## src/rtl/hub75e_bcm_sched.sv

```systemverilog
// HUB75E scan scheduler: binary-coded modulation over DEPTH bit planes per
// row pair, with a double-buffered display bank swapped only at frame end.
module hub75e_bcm_sched #(
  parameter int COLS  = 64,
  parameter int ROWS  = 32,
  parameter int DEPTH = 5,
  parameter int BASE  = 8
) (
  input  logic                                   clock,
  input  logic                                   resetn,
  input  logic                                   enable,
  input  logic                                   swap_req,
  output logic                                   swap_ack,
  output logic                                   display_bank,
  output logic [$clog2(ROWS)+$clog2(COLS):0]     ram_raddr,
  input  logic [31:0]                            ram_rdata,
  output logic [5:0]                             hub_rgb,
  output logic                                   hub_ck,
  output logic                                   hub_st,
  output logic                                   hub_oe,
  output logic [$clog2(ROWS)-1:0]                hub_row,
  output logic                                   frame_start
);

  localparam int CW        = $clog2(COLS);
  localparam int RW        = $clog2(ROWS);
  localparam int AW        = 1 + RW + CW;
  localparam int PW        = (DEPTH > 1) ? $clog2(DEPTH) : 1;
  localparam int SHIFT_LEN = 2 * COLS;
  localparam int SHOW_MAX  = BASE << (DEPTH - 1);
  localparam int CNT_MAX   = (SHIFT_LEN > SHOW_MAX) ? SHIFT_LEN : SHOW_MAX;
  localparam int CNT_W     = $clog2(CNT_MAX + 1);

  localparam logic [CNT_W-1:0] SHIFT_LAST = CNT_W'(SHIFT_LEN - 1);
  localparam logic [CNT_W:0]   COL_MAX    = (CNT_W + 1)'(COLS - 1);
  localparam logic [PW-1:0]    PLANE_LAST = PW'(DEPTH - 1);
  localparam logic [RW-1:0]    ROW_LAST   = RW'(ROWS - 1);

  typedef enum logic [2:0] {
    S_IDLE,
    S_PRE,
    S_SHIFT,
    S_L0,
    S_L1,
    S_SHOW
  } state_t;

  state_t           state_q, state_d;
  logic [CNT_W-1:0] cnt_q, cnt_d;
  logic [RW-1:0]    row_q, row_d;
  logic [PW-1:0]    plane_q, plane_d;
  logic             bank_q, bank_d;
  logic             pend_q, pend_d;
  logic             ack_q, ack_d;
  logic             fs_q, fs_d;
  logic             ck_q, ck_d;
  logic             st_q, st_d;
  logic             oe_q, oe_d;
  logic [RW-1:0]    hubrow_q, hubrow_d;
  logic [AW-1:0]    raddr_q, raddr_d;

  logic [CNT_W-1:0] show_last;
  logic [CNT_W:0]   col_sum;
  logic [CW-1:0]    col_d;

  logic [4:0] r1, g1, b1, r2, g2, b2;
  logic       unused_rdata;

  // Split the two RGB555 pixels of the RAM word into their colour fields
  assign b1 = ram_rdata[4:0];
  assign g1 = ram_rdata[9:5];
  assign r1 = ram_rdata[14:10];
  assign b2 = ram_rdata[20:16];
  assign g2 = ram_rdata[25:21];
  assign r2 = ram_rdata[30:26];
  assign unused_rdata = ^{ram_rdata[15], ram_rdata[31]};

  // Panel colour pins carry the active bit plane of each field straight from RAM data
  always_comb begin
    hub_rgb = {r1[plane_q], g1[plane_q], b1[plane_q],
               r2[plane_q], g2[plane_q], b2[plane_q]};
  end

  // Scan sequencer: state/counter advance, frame-end swap decision, next output values
  always_comb begin
    state_d   = state_q;
    cnt_d     = cnt_q;
    row_d     = row_q;
    plane_d   = plane_q;
    bank_d    = bank_q;
    pend_d    = pend_q | swap_req;
    ack_d     = 1'b0;
    fs_d      = 1'b0;
    show_last = CNT_W'((BASE << plane_q) - 1);

    case (state_q)
      S_IDLE: begin
        if (enable) begin
          state_d = S_PRE;
          fs_d    = 1'b1;
        end
      end
      S_PRE: begin
        state_d = S_SHIFT;
        cnt_d   = '0;
      end
      S_SHIFT: begin
        if (cnt_q == SHIFT_LAST) begin
          state_d = S_L0;
          cnt_d   = '0;
        end else begin
          cnt_d = cnt_q + CNT_W'(1);
        end
      end
      S_L0: begin
        state_d = S_L1;
      end
      S_L1: begin
        state_d = S_SHOW;
        cnt_d   = '0;
      end
      S_SHOW: begin
        if (cnt_q == show_last) begin
          cnt_d   = '0;
          state_d = S_PRE;
          if (plane_q != PLANE_LAST) begin
            plane_d = plane_q + PW'(1);
          end else begin
            plane_d = '0;
            if (row_q != ROW_LAST) begin
              row_d = row_q + RW'(1);
            end else begin
              // Frame end: a request in this very cycle still makes this boundary
              row_d  = '0;
              pend_d = 1'b0;
              if (pend_q | swap_req) begin
                bank_d = ~bank_q;
                ack_d  = 1'b1;
              end
              if (enable) begin
                fs_d = 1'b1;
              end else begin
                state_d = S_IDLE;
              end
            end
          end
        end else begin
          cnt_d = cnt_q + CNT_W'(1);
        end
      end
      default: begin
        state_d = S_IDLE;
      end
    endcase

    // Column address runs one half-step ahead of the shift clock to cover RAM latency
    col_sum = ({1'b0, cnt_d} + (CNT_W + 1)'(1)) >> 1;
    col_d   = (col_sum > COL_MAX) ? CW'(COLS - 1) : CW'(col_sum);

    oe_d     = (state_d != S_SHOW);
    ck_d     = (state_d == S_SHIFT) && cnt_d[0];
    st_d     = (state_d == S_L0);
    hubrow_d = (state_d == S_L0) ? row_q : hubrow_q;

    raddr_d = raddr_q;
    if (state_d == S_PRE) begin
      raddr_d = {bank_d, row_d, {CW{1'b0}}};
    end else if (state_d == S_SHIFT) begin
      raddr_d = {bank_d, row_d, col_d};
    end
  end

  // State and registered panel/RAM outputs; reset blanks the panel at once
  always_ff @(posedge clock or negedge resetn) begin
    if (!resetn) begin
      state_q  <= S_IDLE;
      cnt_q    <= '0;
      row_q    <= '0;
      plane_q  <= '0;
      bank_q   <= 1'b0;
      pend_q   <= 1'b0;
      ack_q    <= 1'b0;
      fs_q     <= 1'b0;
      ck_q     <= 1'b0;
      st_q     <= 1'b0;
      oe_q     <= 1'b1;
      hubrow_q <= '0;
      raddr_q  <= '0;
    end else begin
      state_q  <= state_d;
      cnt_q    <= cnt_d;
      row_q    <= row_d;
      plane_q  <= plane_d;
      bank_q   <= bank_d;
      pend_q   <= pend_d;
      ack_q    <= ack_d;
      fs_q     <= fs_d;
      ck_q     <= ck_d;
      st_q     <= st_d;
      oe_q     <= oe_d;
      hubrow_q <= hubrow_d;
      raddr_q  <= raddr_d;
    end
  end

  assign swap_ack     = ack_q;
  assign display_bank = bank_q;
  assign ram_raddr    = raddr_q;
  assign hub_ck       = ck_q;
  assign hub_st       = st_q;
  assign hub_oe       = oe_q;
  assign hub_row      = hubrow_q;
  assign frame_start  = fs_q;

endmodule

```

## config.mk

```make
export PLATFORM = sky130hd
export DESIGN_NAME = hub75e_bcm_sched
export DESIGN_NICKNAME = d
export VERILOG_FILES = /design/src/rtl/hub75e_bcm_sched.sv
export SDC_FILE = /design/constraint.sdc
export NUM_CORES = 1
export LEC_CHECK = 0
export ABC_AREA = 1
export ABC_CLOCK_PERIOD_IN_PS = 4800
export CORE_ASPECT_RATIO = 2
export CORE_UTILIZATION = 54
export DETAILED_ROUTE_END_ITERATION = 7
export PLACE_DENSITY = 0.89
export SETUP_SLACK_MARGIN = 0.15
export SYNTH_ARGS = -nofsm -noshare
export SYNTH_HDL_FRONTEND = slang
export SYNTH_SLANG_ARGS = --single-unit
```

## constraint.sdc

```tcl
create_clock -name clock -period 4.8 [get_ports clock]
set_clock_uncertainty 0.1 [all_clocks]
set_input_delay 0.72 -clock clock [delete_from_list [all_inputs] [get_ports clock]]
set_output_delay 0.72 -clock clock [all_outputs]
set_load 0.02 [all_outputs]
```

==> results <==
- Once the floorplan was initialized, standard cells occupied 57.1% of the core.
- The final count of pins violating max slew is 0.
- The core region is 0.00469 mm^2.
- Per report_power, the sequential group accounts for 51.5% of the total.
- The initial antenna violation count is 0.
- In this run the worst path has a maximum fanout of 17.
- In this run the clock root is driven by a sky130_fd_sc_hd__clkbuf_8.
- The slew at the pin closest to its max-slew limit is ~930 ps.
- The clock tree synthesis step divided the H-tree into 2 levels.
- Yosys mapped the design onto 36 distinct sky130hd cell types.
- Clock latency on the worst-skew pair, taken at its later pin, is around 300 ps.
- Excluding fillers, the count of instances in the completed layout stands at approximately 460.
- Setup violations remaining at the end of the flow were counted as 0.
- The die is 102 um tall.
- The worst reg2reg path startpoint is plane_q[0].
- Combinational logic is responsible for 7.0% of the overall power.
- Of the total power, the share spent switching nets is 21.6%.
- The run finished with clean final reports.
- The first-pass GRT wire length is ~10,000 um.
- The post-placement setup slack is 1450 ps.
- Setup slack closes at roughly 1400 ps.
- For this block, the initial DRC count from the detailed router was 65.
- The final antenna diode count is 0.
- Of the cells placed in the final design, the portion with a size suffix greater than 1 is 12.7%.
- The nature of the critical path endpoint is a flip-flop.
- The routed design could run at a clock period as short as 3380 ps.
- In the layout the commonest cells are 88 x sky130_fd_sc_hd__nand2_1, 61 x sky130_fd_sc_hd__clkdlybuf4s50_1, 47 x sky130_fd_sc_hd__inv_1.
- In the synthesized netlist, the number of instances is ~350.
- The remaining antenna violation count is 0.
- Counting cells, the worst reg-to-reg path comes to 24.
- In this run the register-to-register setup slack is 1420 ps.
- The synthesized design devotes to its leading area cell type 39.3% of total area.
- The internal power of the cells totals 0.551 mW.
- Dividing the synthesized area by the synthesized cell count gives 7.76 um^2.
- The largest individual stage delay along the critical path comes from the cell sky130_fd_sc_hd__dfrtp_1.
- The worst hold path endpoint is hub_row[2].
- In this run the most critical hold path is launched from hub_row[2].
- Buffers added to address setup during post-CTS repair amount to 0.
- Buffers inserted to repair hold after CTS numbered 0.
- At the end of routability-driven placement, the weighted congestion stood at 0.860.
- Data arrives at the worst endpoint at 3520 ps.
- Leaving out fill and tap cells, the most frequent cell in the layout is sky130_fd_sc_hd__nand2_1.
- The power density of the placed cells is 205 mW/mm^2.
- In the routed layout, each cell is associated on average with a via count of 5.27.
- In this run the critical register-to-register path is captured at ram_raddr[5].
- For the final routed database, the setup TNS stands at 0 ps.
- The static leakage is 1.67 nW.
- The final wirelength is 6030 um.
- From synthesis to final layout, the design area changed by 28.0%.
- Traced cell by cell, the critical path runs through inv_1, ha_1, inv_1, nand2_1, nand2_1, nand2_1, nand2_1, nor2_4, nand2_4, nand2_4, nand2_8, nand2_2, inv_1, ha_1, inv_1, nor2_1, nand3_2, nor2_1, nand2_1, nand2_2, nand2_4, nand3_1, nand2_1, nand2_1.
- The global-route usage over all layers is 25.8%.
- The worst pin sits at a relative slew slack of between 30% and 40%.
- The critical path data required time is 4940 ps.
- During synthesis, Yosys emitted a total of 0 warnings.
- Setup repair after global routing left no endpoint under its margin.
- The number of cells upsized or downsized after cts is 0.
- The number of placed instances, taps included, is approximately 460.
- For this run, the register share of the synthesized area comes to 40.2%.
- The sum of overflow across all layers after global routing is 0.
- In this run the power spent charging and discharging nets is 0.151 mW.
- The reported max-cap violation count is 0.
- TritonCTS built the clock tree.
- The x dimension of the die is between 50 and 60 um.
- In the final routed layout, each cell accounts on average for 13.0 um.
- The number of buffers created by CTS is 5.
- The area of the mapped netlist is 0.00268 mm^2.
- The number of design rule violations left after detail routing is 0.
- The number of nets in the final layout is 450.
- Entering global routing, the biggest net connects 44 pins.
- The die covers about 0.0053 mm^2.
- Of the available clock period, the critical path in the final layout requires 70.4%.
- The port buffer count is 62.
- The number of hold violations in the final report came to 0.
- 65 I/O pins were placed.
- Across the VDD grid, the largest voltage drop is 0.329 mV.
- Row generation in the floorplan step produced 35 rows.
- The power share of the clock group is 41.5%.
- The post-synthesis register bit count is 43.
- The via count of the first global-routing pass came to around 2,400.
- The largest total area in the synthesized netlist belongs to sky130_fd_sc_hd__dfrtp_1.
- The startpoint class of the critical path is a flip-flop.
- The clock sink count is between 40 and 50.
- The total iterations of the first detailed-routing run is 4.
- The HPWL after detailed placement is 4560 um.
- The clock edge transition at the registers on the reported setup and hold paths is roughly 90 ps.
- The number of stages on the worst hold path is 2.
- Counting every net in the synthesized netlist gives 388.
- Timing would allow up to between 0.2 and 0.3 GHz.
- The buffer levels on the longest clock path is 2.
- The total number of vias is between 2,000 and 2,500.
- The cell seen most often among critical-path stages is sky130_fd_sc_hd__nand2_1.
- By area the synthesized netlist is led by sky130_fd_sc_hd__dfrtp_1 39%, sky130_fd_sc_hd__nand2_1 12%, sky130_fd_sc_hd__inv_1 6.6%.
- By startpoint and endpoint, the worst setup path is classified as reg -> reg.
- The critical path's largest stage delay is 610 ps.
- The path class of the tightest hold or removal check is reg -> reg.
-- worst max-delay path by stage --
stage	cells past startpoint	slack, ps	endpoint	startpoint
after floorplan	25	1960	ram_raddr[2]	plane_q[0]
after global placement	24	1510	ram_raddr[1]	plane_q[0]
after detailed placement	24	1450	ram_raddr[5]	plane_q[0]
after CTS	24	1440	ram_raddr[5]	plane_q[0]
after global routing	24	1110	ram_raddr[0]	plane_q[0]
final	24	1420	ram_raddr[5]	plane_q[0]
-- registers in the layout, indices dropped and copies added, names as in the netlist, 3 cells and up --
signal and flops:
row_q 5, state_q 3, ram_raddr 12, cnt_q 8
hub_row 5, plane_q 3
-- power by group through the flow --
stage | sequential (mW) | combinational [mW] | clock [mW]
4_1_cts | 0.362 | 0.0498 | 0.295
2_1_floorplan | 0.369 | 0.0104 | 0
6_report | 0.362 | 0.0492 | 0.291
5_1_grt | 0.362 | 0.0536 | 0.308
3_5_place_dp | 0.369 | 0.0494 | 0
3_3_place_gp | 0.369 | 0.0490 | 0
-- synthesized netlist by cell type, drive strengths merged --
cell type	count
nand2	100
a221o	6
nor3b	1
a21oi	21
a31oi	1
nor3	3
o22ai	1
dfstp	1
buf	5
xor2	5
nor2	25
clkinv	1
or2	1
nand3	39
nand4	1
inv	55
clkbuf	2
ha	7
o21ai	27
xnor2	1
dfrtp	42
-- critical path, delay by kind of cell, from the launching register on --
| family | cells | cell delay [ps] |
|---|---|---|
| buffers and inverters | 4 | 610 |
| flip-flops | 1 | 610 |
| adder cells (fa/ha/maj) | 2 | 570 |
| AND/OR/NAND/NOR | 18 | 1410 |
-- cells by family (layout without fill, tap and decap cells) --
family / after synthesis / in the layout / share of synthesized area [%]
compound gates: 56 / 56 / 12.5
flops: 43 / 43 / 40.2
fa+ha+maj: 7 / 7 / 3.27
simple gates: 170 / 170 / 31.8
buf+inv: 63 / 126 / 9.91
xor+xnor: 6 / 6 / 2.24
-- per-layer routing --
layer	vias up	GRT usage (%)	part of all wire (%)
met5	-	0	0
met4	0	14.3	3.3
met3	17	4.35	3.8
met2	71	49.9	56
met1	1123	24.0	37
li1	1229	-	-
-- cell type report --
cell class	instances	area, um^2
multi-input cells	239	1340
inverters	56	215
repair buffers	62	616
well taps	55	68.8
fillers	351	1260
clock buffers	5	68.8
flip-flops and latches	43	1080
clock inverters	3	47.5
-- stage by stage --
step | hold slack (ps) | cell area [um^2] | power [mW] | utilization (%)
after global placement | 359 | 3310 | 0.418 | 70.7
after floorplan | 324 | 2680 | 0.380 | -
after global routing | 438 | 3430 | 0.724 | 73.2
after detailed placement | 366 | 3310 | 0.419 | 70.7
final | 391 | 3430 | 0.702 | 73.2
after CTS | 387 | 3430 | 0.707 | 73.2
(Power assumes the default switching activity.)
